`src/rtl/aud_pkg.sv`:
```
// Shared audio-controller definitions: state encoding, SRAM address width and control bundle.
// Also imported by the recorder and playback DSP blocks.
package aud_pkg;

  localparam int unsigned ADDR_W = 20;
  localparam logic [ADDR_W-1:0] ADDR_FULL = '1;

  typedef enum logic [2:0] {
    IDLE       = 3'd0,
    REC        = 3'd1,
    REC_PAUSE  = 3'd2,
    PLAY       = 3'd3,
    PLAY_PAUSE = 3'd4
  } aud_state_e;

  // One-cycle control pulses sent to either the recorder or the DSP
  typedef struct packed {
    logic start;
    logic pause;
    logic stop;
  } aud_ctl_t;

endpackage

```
`src/rtl/aud_sram_mux.sv`:
```
// SRAM address / write-enable steering between recorder and playback DSP.
module aud_sram_mux
  import aud_pkg::*;
(
  input  aud_state_e        state,
  input  logic [ADDR_W-1:0] rec_addr,
  input  logic              rec_valid,
  input  logic [ADDR_W-1:0] dsp_addr,
  output logic [ADDR_W-1:0] sram_addr,
  output logic              sram_we_n
);

  logic rec_owns;

  assign rec_owns  = (state == REC) || (state == REC_PAUSE);
  assign sram_addr = rec_owns ? rec_addr : dsp_addr;
  // Writes only while actively recording; a paused recorder never writes
  assign sram_we_n = !((state == REC) && rec_valid);

endmodule

```
`src/rtl/aud_ctrl.sv`:
```
// Record/playback controller: key-driven FSM issuing one-cycle recorder and DSP
// control pulses and remembering the length of the last recording.
module aud_ctrl
  import aud_pkg::*;
(
  input  logic              i_clk,
  input  logic              i_rst_n,
  input  logic              i_start,
  input  logic              i_pause,
  input  logic              i_stop,
  input  logic              i_mode_rec,
  input  logic [ADDR_W-1:0] i_rec_addr,
  input  logic              i_rec_valid,
  input  logic [ADDR_W-1:0] i_dsp_addr,
  input  logic              i_dsp_finished,
  output logic              o_rec_start,
  output logic              o_rec_pause,
  output logic              o_rec_stop,
  output logic              o_dsp_start,
  output logic              o_dsp_pause,
  output logic              o_dsp_stop,
  output logic [ADDR_W-1:0] o_sram_addr,
  output logic              o_sram_we_n,
  output logic [ADDR_W-1:0] o_end_addr,
  output logic [2:0]        o_state
);

  aud_state_e        state, state_nx;
  aud_ctl_t          rec_ctl, rec_ctl_nx;
  aud_ctl_t          dsp_ctl, dsp_ctl_nx;
  logic [ADDR_W-1:0] end_addr, end_addr_nx;
  logic              rec_full;

  assign rec_full = i_rec_valid && (i_rec_addr == ADDR_FULL);

  // State, pulse and end-address registers
  always_ff @(posedge i_clk or negedge i_rst_n) begin
    if (!i_rst_n) begin
      state    <= IDLE;
      rec_ctl  <= '0;
      dsp_ctl  <= '0;
      end_addr <= '0;
    end else begin
      state    <= state_nx;
      rec_ctl  <= rec_ctl_nx;
      dsp_ctl  <= dsp_ctl_nx;
      end_addr <= end_addr_nx;
    end
  end

  // Next state and pulses; stop > pause > start, losers dropped
  always_comb begin
    state_nx    = state;
    rec_ctl_nx  = '0;
    dsp_ctl_nx  = '0;
    end_addr_nx = end_addr;
    case (state)
      IDLE: begin
        if (i_start && !i_pause && !i_stop) begin
          if (i_mode_rec) begin
            state_nx         = REC;
            rec_ctl_nx.start = 1'b1;
            end_addr_nx      = '0;
          end else if (end_addr != '0) begin
            state_nx         = PLAY;
            dsp_ctl_nx.start = 1'b1;
          end
        end
      end
      REC: begin
        // A write to the last SRAM word ends the recording like a stop
        if (i_stop || rec_full) begin
          state_nx        = IDLE;
          rec_ctl_nx.stop = 1'b1;
          end_addr_nx     = i_rec_addr;
        end else if (i_pause) begin
          state_nx         = REC_PAUSE;
          rec_ctl_nx.pause = 1'b1;
        end
      end
      REC_PAUSE: begin
        if (i_stop) begin
          state_nx        = IDLE;
          rec_ctl_nx.stop = 1'b1;
          end_addr_nx     = i_rec_addr;
        end else if (i_start && !i_pause) begin
          state_nx         = REC;
          rec_ctl_nx.start = 1'b1;
        end
      end
      PLAY: begin
        if (i_stop) begin
          state_nx        = IDLE;
          dsp_ctl_nx.stop = 1'b1;
        end else if (i_dsp_finished) begin
          state_nx = IDLE;
        end else if (i_pause) begin
          state_nx         = PLAY_PAUSE;
          dsp_ctl_nx.pause = 1'b1;
        end
      end
      PLAY_PAUSE: begin
        if (i_stop) begin
          state_nx        = IDLE;
          dsp_ctl_nx.stop = 1'b1;
        end else if (i_start && !i_pause) begin
          state_nx         = PLAY;
          dsp_ctl_nx.start = 1'b1;
        end
      end
      default: state_nx = IDLE;
    endcase
  end

  assign o_rec_start = rec_ctl.start;
  assign o_rec_pause = rec_ctl.pause;
  assign o_rec_stop  = rec_ctl.stop;
  assign o_dsp_start = dsp_ctl.start;
  assign o_dsp_pause = dsp_ctl.pause;
  assign o_dsp_stop  = dsp_ctl.stop;
  assign o_end_addr  = end_addr;
  assign o_state     = state;

  aud_sram_mux u_sram_mux (
    .state     (state),
    .rec_addr  (i_rec_addr),
    .rec_valid (i_rec_valid),
    .dsp_addr  (i_dsp_addr),
    .sram_addr (o_sram_addr),
    .sram_we_n (o_sram_we_n)
  );

endmodule

```
`config.mk`:
```
export PLATFORM = sky130hd
export DESIGN_NAME = aud_ctrl
export DESIGN_NICKNAME = d
export VERILOG_FILES = /design/src/rtl/aud_pkg.sv /design/src/rtl/aud_sram_mux.sv /design/src/rtl/aud_ctrl.sv
export SDC_FILE = /design/constraint.sdc
export NUM_CORES = 1
export LEC_CHECK = 0
export BUFFER_PORTS_ARGS = -buffer_cell sky130_fd_sc_hd__clkbuf_2
export CORE_MARGIN = 8
export CORE_UTILIZATION = 41
export CTS_CLUSTER_DIAMETER = 40
export CTS_CLUSTER_SIZE = 12
export DETAILED_ROUTE_END_ITERATION = 8
export HOLD_SLACK_MARGIN = 0.02
export PLACE_DENSITY = 0.84
export SYNTH_ARGS = -nofsm -noshare
export SYNTH_HDL_FRONTEND = slang
export SYNTH_HIERARCHICAL = 1
export SYNTH_SLANG_ARGS = --single-unit
```
`constraint.sdc`:
```
create_clock -name i_clk -period 1.6 [get_ports i_clk]
set_input_delay 0.08 -clock i_clk [delete_from_list [all_inputs] [get_ports i_clk]]
set_output_delay 0.08 -clock i_clk [all_outputs]
set_load 0.01 [all_outputs]
```
==> run summary <==
The fraction of power consumed by the clock network is 0.114. The highest clock rate came out at approximately 570 MHz. The clock-pin slew on the worst setup and hold paths is ~70 ps. The worst setup path is launched from a flip-flop. The clock period minus worst slack is 1770 ps. The count of unresolved DRC violations after routing is 0. The width of the die came out at 83.1 um. Prior to clock tree synthesis, the placed netlist has a worst setup slack of -186 ps. The count of vias placed by the detailed router came out at ~1,900. The register-to-register path setup slack is -110 ps. The repair_antennas step left the layout with diodes totalling 0. Of the cells placed in the final design, the portion with a size suffix greater than 1 is 0.535. The headroom to the max-slew limit came out at 0.517.

The maximum buffer depth of the clock tree is 2. The net count of the mapped netlist is around 230. The flow ran to the end, but the final reports show violations. The final-report hold violation count came out at 0. The yosys synthesis warning count is 6. The global-route wire length before repair is 8930 um. For this run, the detailed router's first-pass iteration total came to 5.

The detail route stage leaves a number of antenna-violating nets equal to 0. During placement, the flow inserted port buffers numbering 97. The wire length per cell after detailed routing is 18.3 um. The floorplan step defined a die boundary enclosing just under 7000 sq um.

TritonCTS built the clock tree. The switching share of power came out at 0.394. On the final layout, the worst hold slack is ~43 ps. The initial antenna violation count is 0. The number of setup violations in the final report came out at slightly above 40. Synthesis inferred 29 register bits. In this run the worst hold path is classified as input pin to flip-flop. The tree is rooted in a sky130_fd_sc_hd__clkbuf_8. After layout, the worst setup slack is -170 ps.

Counting tap cells, the placed design contains a total of ~330 instances. The fraction of the cycle the final worst path needs is 1.11. Counting stages on the worst path, the most repeated cell is sky130_fd_sc_hd__buf_6.

The I/O pin count came out at 98. Cell internal power was estimated by the tool at roughly 3600 uW. The number of flops mapped to enable cells by yosys came out at 0. The number of pins exceeding their max-slew limit in the final report is 0.

On the worst path, the slowest cell contributes a delay of 430 ps. The combinational cell fraction of total power is 0.689. For the worst setup path, the data required time is 1520 ps. The via count of the first global-routing pass came out at between 1,500 and 2,000. At the end of the flow, the number of nets in the layout was ~350.

The global-route usage over all layers is 0.156. The initial DRC count is about 130. In this run the core area contains 24 standard-cell rows. For this configuration, the core starts out at a cell density of 0.424. The worst-skew pair later-pin latency came out at 290 ps.

The layout filler cell count came out at about 320. The remaining global-route overflow is 0. The layout-stage area growth over the synthesis result is 55.0%. The share of total power dissipated in sequential elements is 0.197. The core region area is between 4000 and 5000 sq um. The final worst clock skew came out at 7.07 ps. The combined area of all synthesized cells is between 1500 and 2000 sq um. The number of vias per cell after detailed routing is ~5.4. Excluding fillers, the count of instances in the completed layout stands at around 350. The slowest stage of the critical path belongs to the cell sky130_fd_sc_hd__dfrtp_2. The kind of end point of the critical path is an output pin.

The share of async-settable or async-resettable flops after synthesis is 1.00. The number of distinct library cells after synthesis is 34. The critical path goes through xnor2_2 > nor2_2 > buf_6 > buf_6 > mux2_4 > buf_6. The largest net degree at the start of global routing came out at 30. The maximum fanout along the worst path is 5.

The depth of the CTS H-tree came out at 2. The power dissipated by switching net loads is approximately 2300 uW. The dominant synthesized flop cell is sky130_fd_sc_hd__dfrtp_1.

The transition time at the pin with the least slew margin is between 700 and 800 ps. The checks that failed: negative setup slack. The final RePlAce weighted congestion came out at ~0.95. In this run the power density over the cells is around 2100 nW/um^2. The leakage power of the design came out at between 0.0015 and 0.002 uW. Setup repair after global routing could not meet its margin everywhere. The number of clock sinks is 29. The total CTS buffers is 5.

By startpoint and endpoint, the worst setup path is classified as flip-flop to output pin. Of the synthesized area, sequential elements account for 0.393. The mean instance size in the synthesized netlist is around 10 sq um.

The power after layout is between 5000 and 6000 uW. The vertical extent of the die came out at approximately 83 um. The synthesized netlist cell count is between 150 and 200. The largest voltage drop on the vdd net came out at approximately 0.83 mV.

The data arrival time at the worst-slack endpoint is roughly 1700 ps. Max-cap violations in this run came to 0. The half-perimeter wire length after placement came out at ~4400 um. The routed wire length came out at approximately 6400 um.
sequential cells by signal, indices dropped and copies added (netlist names):
signal,count
o_end_addr,20
o_state,3
o_dsp_pause,1
o_dsp_start,1
o_dsp_stop,1
o_rec_pause,1
o_rec_start,1
o_rec_stop,1
worst max-delay path: cells and delay by family (launching register included):
kind	cells	cell delay, ps
flip-flops	1	430
buffers and inverters	3	400
multiplexers	1	310
XOR/XNOR	1	150
AND/OR/NAND/NOR	1	110
cells in the final DEF (no fill, tap or decap), types with 3 or more instances in the layout:
master	n
sky130_fd_sc_hd__clkbuf_2	79
sky130_fd_sc_hd__nand2_1	26
sky130_fd_sc_hd__dfrtp_1	26
sky130_fd_sc_hd__inv_1	23
sky130_fd_sc_hd__buf_6	22
sky130_fd_sc_hd__mux2i_1	21
sky130_fd_sc_hd__mux2_4	20
sky130_fd_sc_hd__buf_4	10
sky130_fd_sc_hd__nor2_1	8
sky130_fd_sc_hd__clkbuf_8	7
sky130_fd_sc_hd__nor4_1	6
sky130_fd_sc_hd__nand4_1	4
sky130_fd_sc_hd__nand3_1	3
sky130_fd_sc_hd__o21ai_0	3
sky130_fd_sc_hd__a21oi_1	3
sky130_fd_sc_hd__dfrtp_2	3
sky130_fd_sc_hd__buf_12	3
area by class of cell:
class / count / area [sq um] / share of cell area
Sequential cell: 29 / 729 / 0.255
Timing Repair Buffer: 118 / 853 / 0.298
Clock buffer: 7 / 96.3 / 0.0337
Tap cell: 52 / 65.1 / 0.0227
Multi-Input combinational cell: 120 / 1020 / 0.356
Inverter: 24 / 93.8 / 0.0328
Clock inverter: 1 / 5.00 / 0.00175
path summary, 6_finish.rpt:
kind / startpoint / to / depth (start not counted)
setup / recovery: o_state[1] / o_sram_addr[8] / 6
min in group asynchronous: i_rst_n / o_end_addr[6] / 2
max in group asynchronous: i_rst_n / o_state[2] / 2
setup reg to reg: o_state[0] / o_end_addr[2] / 5
hold reg to reg: o_end_addr[17] / o_end_addr[17] / 2
hold / removal: i_rec_addr[6] / o_end_addr[6] / 3
metrics by stage:
stage                     cell area [sq um]  TNS [ps]   util
final                                  2860     -4740  0.657
after global placement                 2440      -218  0.559
after detailed placement               2440     -1030  0.559
after floorplan                        1850         0      -
after CTS                              2620     -2900  0.601
after global routing                   2860     -7300  0.657
timing repair:
| action | in CTS | in global routing |
|---|---|---|
| endpoints found under the setup margin | 21 | 43 |
| pin swaps | 2 | 4 |
| hold buffers | 1 | 0 |
| hold endpoints to repair | 29 | 0 |
| cloned | 1 | 3 |
| gates resized for setup | 11 | 48 |
| setup buffers | 3 | 2 |
power by group through the flow:
stage	clock network (uW)	registers [uW]	logic [uW]
after global routing	709	1200	4350
after CTS	675	1160	3420
after detailed placement	0	1190	3130
final	680	1180	4100
after floorplan	0	1240	2040
after global placement	0	1180	3070
cell families after synthesis:
group / after synthesis / share of synthesized area
compound gates: 19 / 0.0759
simple gates: 58 / 0.154
xor+xnor: 2 / 0.00949
flops: 29 / 0.393
mux: 41 / 0.277
buf+inv: 34 / 0.0908
synthesized netlist by cell type, types with 2 or more instances:
| cell type | n | area share |
|---|---|---|
| sky130_fd_sc_hd__clkbuf_1 | 3 | 0.0061 |
| sky130_fd_sc_hd__mux2_4 | 20 | 0.16 |
| sky130_fd_sc_hd__inv_1 | 24 | 0.049 |
| sky130_fd_sc_hd__xnor2_1 | 2 | 0.0095 |
| sky130_fd_sc_hd__nor2_1 | 8 | 0.016 |
| sky130_fd_sc_hd__dfrtp_1 | 29 | 0.39 |
| sky130_fd_sc_hd__a21oi_1 | 3 | 0.0081 |
| sky130_fd_sc_hd__o21ai_0 | 3 | 0.0081 |
| sky130_fd_sc_hd__nand4_1 | 4 | 0.014 |
| sky130_fd_sc_hd__nor4_1 | 7 | 0.024 |
| sky130_fd_sc_hd__nand2b_1 | 2 | 0.0068 |
| sky130_fd_sc_hd__buf_6 | 5 | 0.031 |
| sky130_fd_sc_hd__mux2i_1 | 21 | 0.11 |
| sky130_fd_sc_hd__nand3_1 | 4 | 0.011 |
| sky130_fd_sc_hd__nand2_1 | 26 | 0.053 |
| sky130_fd_sc_hd__buf_2 | 2 | 0.0054 |
| sky130_fd_sc_hd__and2_1 | 2 | 0.0068 |
| sky130_fd_sc_hd__o21a_1 | 2 | 0.0081 |
per-layer routing:
layer	track usage	part of all wire	up-vias
met3	0.0664	0.083	20
li1	-	-	864
met5	0	0	-
met2	0.279	0.53	87
met4	0.0463	0.027	0
met1	0.159	0.36	932
Power figures use the tool's default switching activity.
